File: src/rtl/arbitro_ram_pkg.sv
// rtl/arbitro_ram_pkg.sv - shared types and constants for the data RAM arbiter
package arbitro_ram_pkg;

    localparam int AW_DEF = 8;
    localparam int DW_DEF = 8;

    localparam logic RW_LEER     = 1'b0;
    localparam logic RW_ESCRIBIR = 1'b1;

    typedef enum logic [1:0] {
        IDLE  = 2'd0,
        ISSUE = 2'd1,
        DONE  = 2'd2
    } estado_t;

endpackage

File: src/rtl/arbitro_rr_sel.sv
// rtl/arbitro_rr_sel.sv - combinational round-robin winner select for two masters
module arbitro_rr_sel (
    input  logic req0,
    input  logic req1,
    input  logic lastGrant,
    output logic grantValid,
    output logic winner
);

    // On a tie the port that did not win last time takes the slot.
    always_comb begin
        grantValid = req0 | req1;
        winner     = (req0 && req1) ? ~lastGrant : req1;
    end

endmodule

File: src/rtl/arbitro_ram.sv
// rtl/arbitro_ram.sv - two-master arbiter in front of the single-port data RAM
module arbitro_ram
    import arbitro_ram_pkg::*;
#(
    parameter int AW = AW_DEF,
    parameter int DW = DW_DEF
) (
    input  logic          Clk,
    input  logic          Rst,
    input  logic          req0,
    input  logic          rw0,
    input  logic [AW-1:0] addr0,
    input  logic [DW-1:0] wdata0,
    input  logic          req1,
    input  logic          rw1,
    input  logic [AW-1:0] addr1,
    input  logic [DW-1:0] wdata1,
    output logic          ack0,
    output logic          ack1,
    output logic [DW-1:0] rdata0,
    output logic [DW-1:0] rdata1,
    output logic [AW-1:0] mem_addr,
    output logic [DW-1:0] mem_wdata,
    output logic          mem_rw,
    input  logic [DW-1:0] mem_rdata,
    output logic          busy
);

    estado_t       state;
    logic          winQ;
    logic          rwQ;
    logic          lastGrant;
    logic [DW-1:0] rdata0Q;
    logic [DW-1:0] rdata1Q;
    logic          grantValid;
    logic          winner;

    arbitro_rr_sel uSel (
        .req0       (req0),
        .req1       (req1),
        .lastGrant  (lastGrant),
        .grantValid (grantValid),
        .winner     (winner)
    );

    always_ff @(posedge Clk) begin
        if (Rst) begin
            state     <= IDLE;
            winQ      <= 1'b0;
            rwQ       <= RW_LEER;
            lastGrant <= 1'b1;
            mem_addr  <= '0;
            mem_wdata <= '0;
            mem_rw    <= RW_LEER;
            ack0      <= 1'b0;
            ack1      <= 1'b0;
            busy      <= 1'b0;
            rdata0Q   <= '0;
            rdata1Q   <= '0;
        end else begin
            ack0 <= 1'b0;
            ack1 <= 1'b0;
            case (state)
                IDLE: begin
                    if (grantValid) begin
                        winQ      <= winner;
                        rwQ       <= winner ? rw1 : rw0;
                        mem_addr  <= winner ? addr1 : addr0;
                        mem_wdata <= winner ? wdata1 : wdata0;
                        mem_rw    <= winner ? rw1 : rw0;
                        busy      <= 1'b1;
                        state     <= ISSUE;
                    end else begin
                        mem_rw <= RW_LEER;
                    end
                end
                ISSUE: begin
                    // Drop the strobe before DONE so a write lands exactly once.
                    mem_rw <= RW_LEER;
                    ack0   <= ~winQ;
                    ack1   <= winQ;
                    state  <= DONE;
                end
                DONE: begin
                    if (rwQ == RW_LEER) begin
                        if (winQ) rdata1Q <= mem_rdata;
                        else      rdata0Q <= mem_rdata;
                    end
                    lastGrant <= winQ;
                    busy      <= 1'b0;
                    state     <= IDLE;
                end
                default: begin
                    mem_rw <= RW_LEER;
                    busy   <= 1'b0;
                    state  <= IDLE;
                end
            endcase
        end
    end

    // The RAM answers only in DONE, so read data is forwarded while ack is high
    // and the captured copy is presented from then on.
    assign rdata0 = (ack0 && rwQ == RW_LEER) ? mem_rdata : rdata0Q;
    assign rdata1 = (ack1 && rwQ == RW_LEER) ? mem_rdata : rdata1Q;

endmodule

File: config.mk
export PLATFORM = sky130hd
export DESIGN_NAME = arbitro_ram
export DESIGN_NICKNAME = d
export VERILOG_FILES = /design/src/rtl/arbitro_ram_pkg.sv /design/src/rtl/arbitro_rr_sel.sv /design/src/rtl/arbitro_ram.sv
export SDC_FILE = /design/constraint.sdc
export NUM_CORES = 1
export LEC_CHECK = 0
export CORE_MARGIN = 3
export CORE_UTILIZATION = 45
export CTS_CLUSTER_SIZE = 24
export DETAILED_ROUTE_END_ITERATION = 10
export PLACE_DENSITY = 0.84
export SLEW_MARGIN = 20
export SYNTH_ARGS = -nofsm -noshare
export SYNTH_HDL_FRONTEND = slang
export SYNTH_SLANG_ARGS = --single-unit
File: constraint.sdc
create_clock -name Clk -period 2.3 [get_ports Clk]
set_input_delay 0.46 -clock Clk [delete_from_list [all_inputs] [get_ports Clk]]
set_output_delay 0.46 -clock Clk [all_outputs]
set_load 0.01 [all_outputs]
==> run summary <==
Maximum root-to-sink buffer count: 2
Unique cell type count in the Yosys netlist: 26
Synthesized instance count: 209
Power density over the cells: 572 nW/um^2
Remaining design rule violation count: 0
Number of antenna repair diodes: 0
Final Skew: 5.76 ps
Cell mode on critical path: sky130_fd_sc_hd__buf_4
Hold Worst Slack: 457 ps
Status: complete, no violations
Clock tree from TritonCTS: yes
Initial antenna violation count: 0
Area added between synthesis and finish: 47.6%
Cells along the critical path: buf_4 > nor2b_1 > buf_4 > buf_4 > mux2_2 > dlygate4sd2_1
I/O pins: 82
Sum of overflow across all layers after global routing: 0
Core Region: 4090 um^2
Post-route fraction of the period consumed by the critical path: 0.963
Data required time at the worst endpoint: 1840 ps
Syn Area/Cell: 9.30 um^2
Path category of the worst min-delay check: register to register
Slowest library cell on the worst path: sky130_fd_sc_hd__dfxtp_1
WP data arrival: 1750 ps
DIE AREA: 5150 um^2
Vias per cell: 5.19
Largest voltage drop on the vdd net: 323 uV
Post-layout min period: 2210 ps
Max stage delay on crit path: 320 ps
Port bufs: 81
GRT Resource Usage Total: 0.197
Final setup vio count: 0
Library cell occupying the most area in the post-synthesis netlist: sky130_fd_sc_hd__dfxtp_1
Largest net degree at the start of global routing: 22
Max FO, Critical Path: 7
TritonCTS sink count: 41
Maximum level of the CTS H-tree: 2
Number of fill cells in the layout: 332
Number of non-filler instances in the completed layout: 341
Starting Density: 0.476
Total wire length after detailed routing: 4860 um
Fraction of final layout cells sized beyond drive strength 1: 0.162
Count of nets after finishing: 336
# Max-Cap Violations: 0
Leakage dissipation: 0.00109 uW
TritonCTS Buffers: 5
Post-DRT Antenna Nets: 0
Cell at the root of the clock tree: sky130_fd_sc_hd__clkbuf_8
Summed instance area of the synthesized netlist: 1940 um^2
Total instance count after detailed placement: 330
Clock-pin slew on the worst setup and hold paths: 70 ps
Achievable clock frequency: 452 MHz
Via count of the first global-routing pass: 1789
Synth Warn #: 0
Transition at the pin with the smallest max-transition slack: 789 ps
Final hold violation count: 0
First-pass GRT wire length: 8060 um
Wire per inst: 14.3 um
Worst rel slew slack: 0.474
Sequential area share after synthesis: 0.422
# hold bufs at CTS: 0
Site Rows: 23
Crit. End Element: output port
Setup CP Type: register to output port
Synthesized flop and latch total: 41
Startpoint types: register
Die extent in x: 71.7 um
Routability congestion estimate: 0.764
Cell types with the largest area share after synthesis: sky130_fd_sc_hd__dfxtp_1 42%, sky130_fd_sc_hd__nand2_1 10%, sky130_fd_sc_hd__mux2_2 9.3%, sky130_fd_sc_hd__a311oi_2 7.7%, sky130_fd_sc_hd__a21oi_1 7.5%
Number of detailed-routing iterations run before antenna repair: 5
Vias after detailed routing: 1770
Total Neg Setup Slack: 0 ps
Number of nets produced by synthesis: 255
Total half-perimeter wirelength after legalization and detailed placement: 3620 um
Skew-Pair Late Insertion Delay: 290 ps
Area fraction of the dominant cell type after synthesis: 0.422
Iteration-0 DRC Markers: 48
Die height: 71.7 um
Unrepaired setup endpoints after global routing: no
Max-slew violations: 0
## cell type report
type,count,area [um^2],share of cell area
Tap cell,50,62.6,0.0218
Timing Repair Buffer,91,880,0.307
Sequential cell,41,821,0.286
Multi-Input combinational cell,151,1030,0.358
Clock buffer,8,80.1,0.0279
## per-layer routing
| layer | GRT usage | share of wire |
|---|---|---|
| met1 | 0.214 | 0.40 |
| met2 | 0.337 | 0.47 |
| met3 | 0.0954 | 0.11 |
| met4 | 0.0626 | 0.014 |
| met5 | 0 | 0 |
## kinds of logic (layout without fill, tap and decap cells)
logic type,count (synthesis),in the layout,synth area share
flip-flops,41,41,0.422
buffers and inverters,17,99,0.0515
AND/OR/NAND/NOR,76,76,0.181
multiplexers,24,24,0.134
AO/OA/AOI/OAI,51,51,0.212
## what timing repair did
item,CTS,global route
resized for setup,9,3
endpoints found under the setup margin,16,3
buffers inserted,3,0
## where the power goes
part	switching, uW	internal [uW]	total, uW
combinational	178	230	408
sequential	31.5	760	791
clock	227	215	442
## state kept, by name, summed over array words and instances (netlist names)
signal	cells
mem_rw	1
winQ	1
rdata1Q	8
ack1	1
lastGrant	1
mem_addr	8
rwQ	1
state	2
mem_wdata	8
ack0	1
busy	1
rdata0Q	8
## worst paths after layout
check	from	endpoint	slack, ps	cells after the start
max	rwQ	rdata1[0]	90	6
min reg2reg	rdata0Q[5]	rdata0Q[5]	460	2
min	rdata0Q[5]	rdata0Q[5]	460	2
max reg2reg	state[0]	mem_addr[1]	730	3
## layout by cell type (no fill, tap or decap), types with 5 or more instances in the layout
cell and n:
sky130_fd_sc_hd__a311oi_2 10, sky130_fd_sc_hd__clkbuf_8 5, sky130_fd_sc_hd__buf_4 10, sky130_fd_sc_hd__a311oi_1 7, sky130_fd_sc_hd__mux2_2 16, sky130_fd_sc_hd__dlygate4sd2_1 5, sky130_fd_sc_hd__mux2i_1 8, sky130_fd_sc_hd__nor2_1 10
sky130_fd_sc_hd__dfxtp_1 41, sky130_fd_sc_hd__a21oi_1 29, sky130_fd_sc_hd__clkdlybuf4s50_1 73, sky130_fd_sc_hd__nand2_1 52
## per-stage QoR
stage,instance area (um^2),worst slack (ps),total power (uW),utilization
after floorplan,1940,783,1010,-
after global placement,2770,118,1210,0.678
after detailed placement,2770,59.7,1220,0.678
after CTS,2870,46.0,1660,0.701
after global routing,2870,5.07,1730,0.702
final,2870,86.1,1640,0.702
## Yosys cell counts (all sizes together)
library cell and n:
a211oi 1, a311oi 17, dfxtp 41, a21oi 29, and4bb 1, mux2i 8
nand2 52, nor2 10, nor3b 1, clkbuf 2, nand2b 2, or4b 1
and3b 1, mux2 16, or2 1, a21boi 1, nor2b 4, buf 15
a211o 1, and2 2, a21bo 2, nor4b 1
## worst max-delay path, delay by kind of cell, from the launching register on
family,cells,cell delay (ps)
buffers and inverters,4,730
AND/OR/NAND/NOR,1,110
flip-flops,1,320
multiplexers,1,310
No activity file was read; power rests on OpenSTA's default activity.
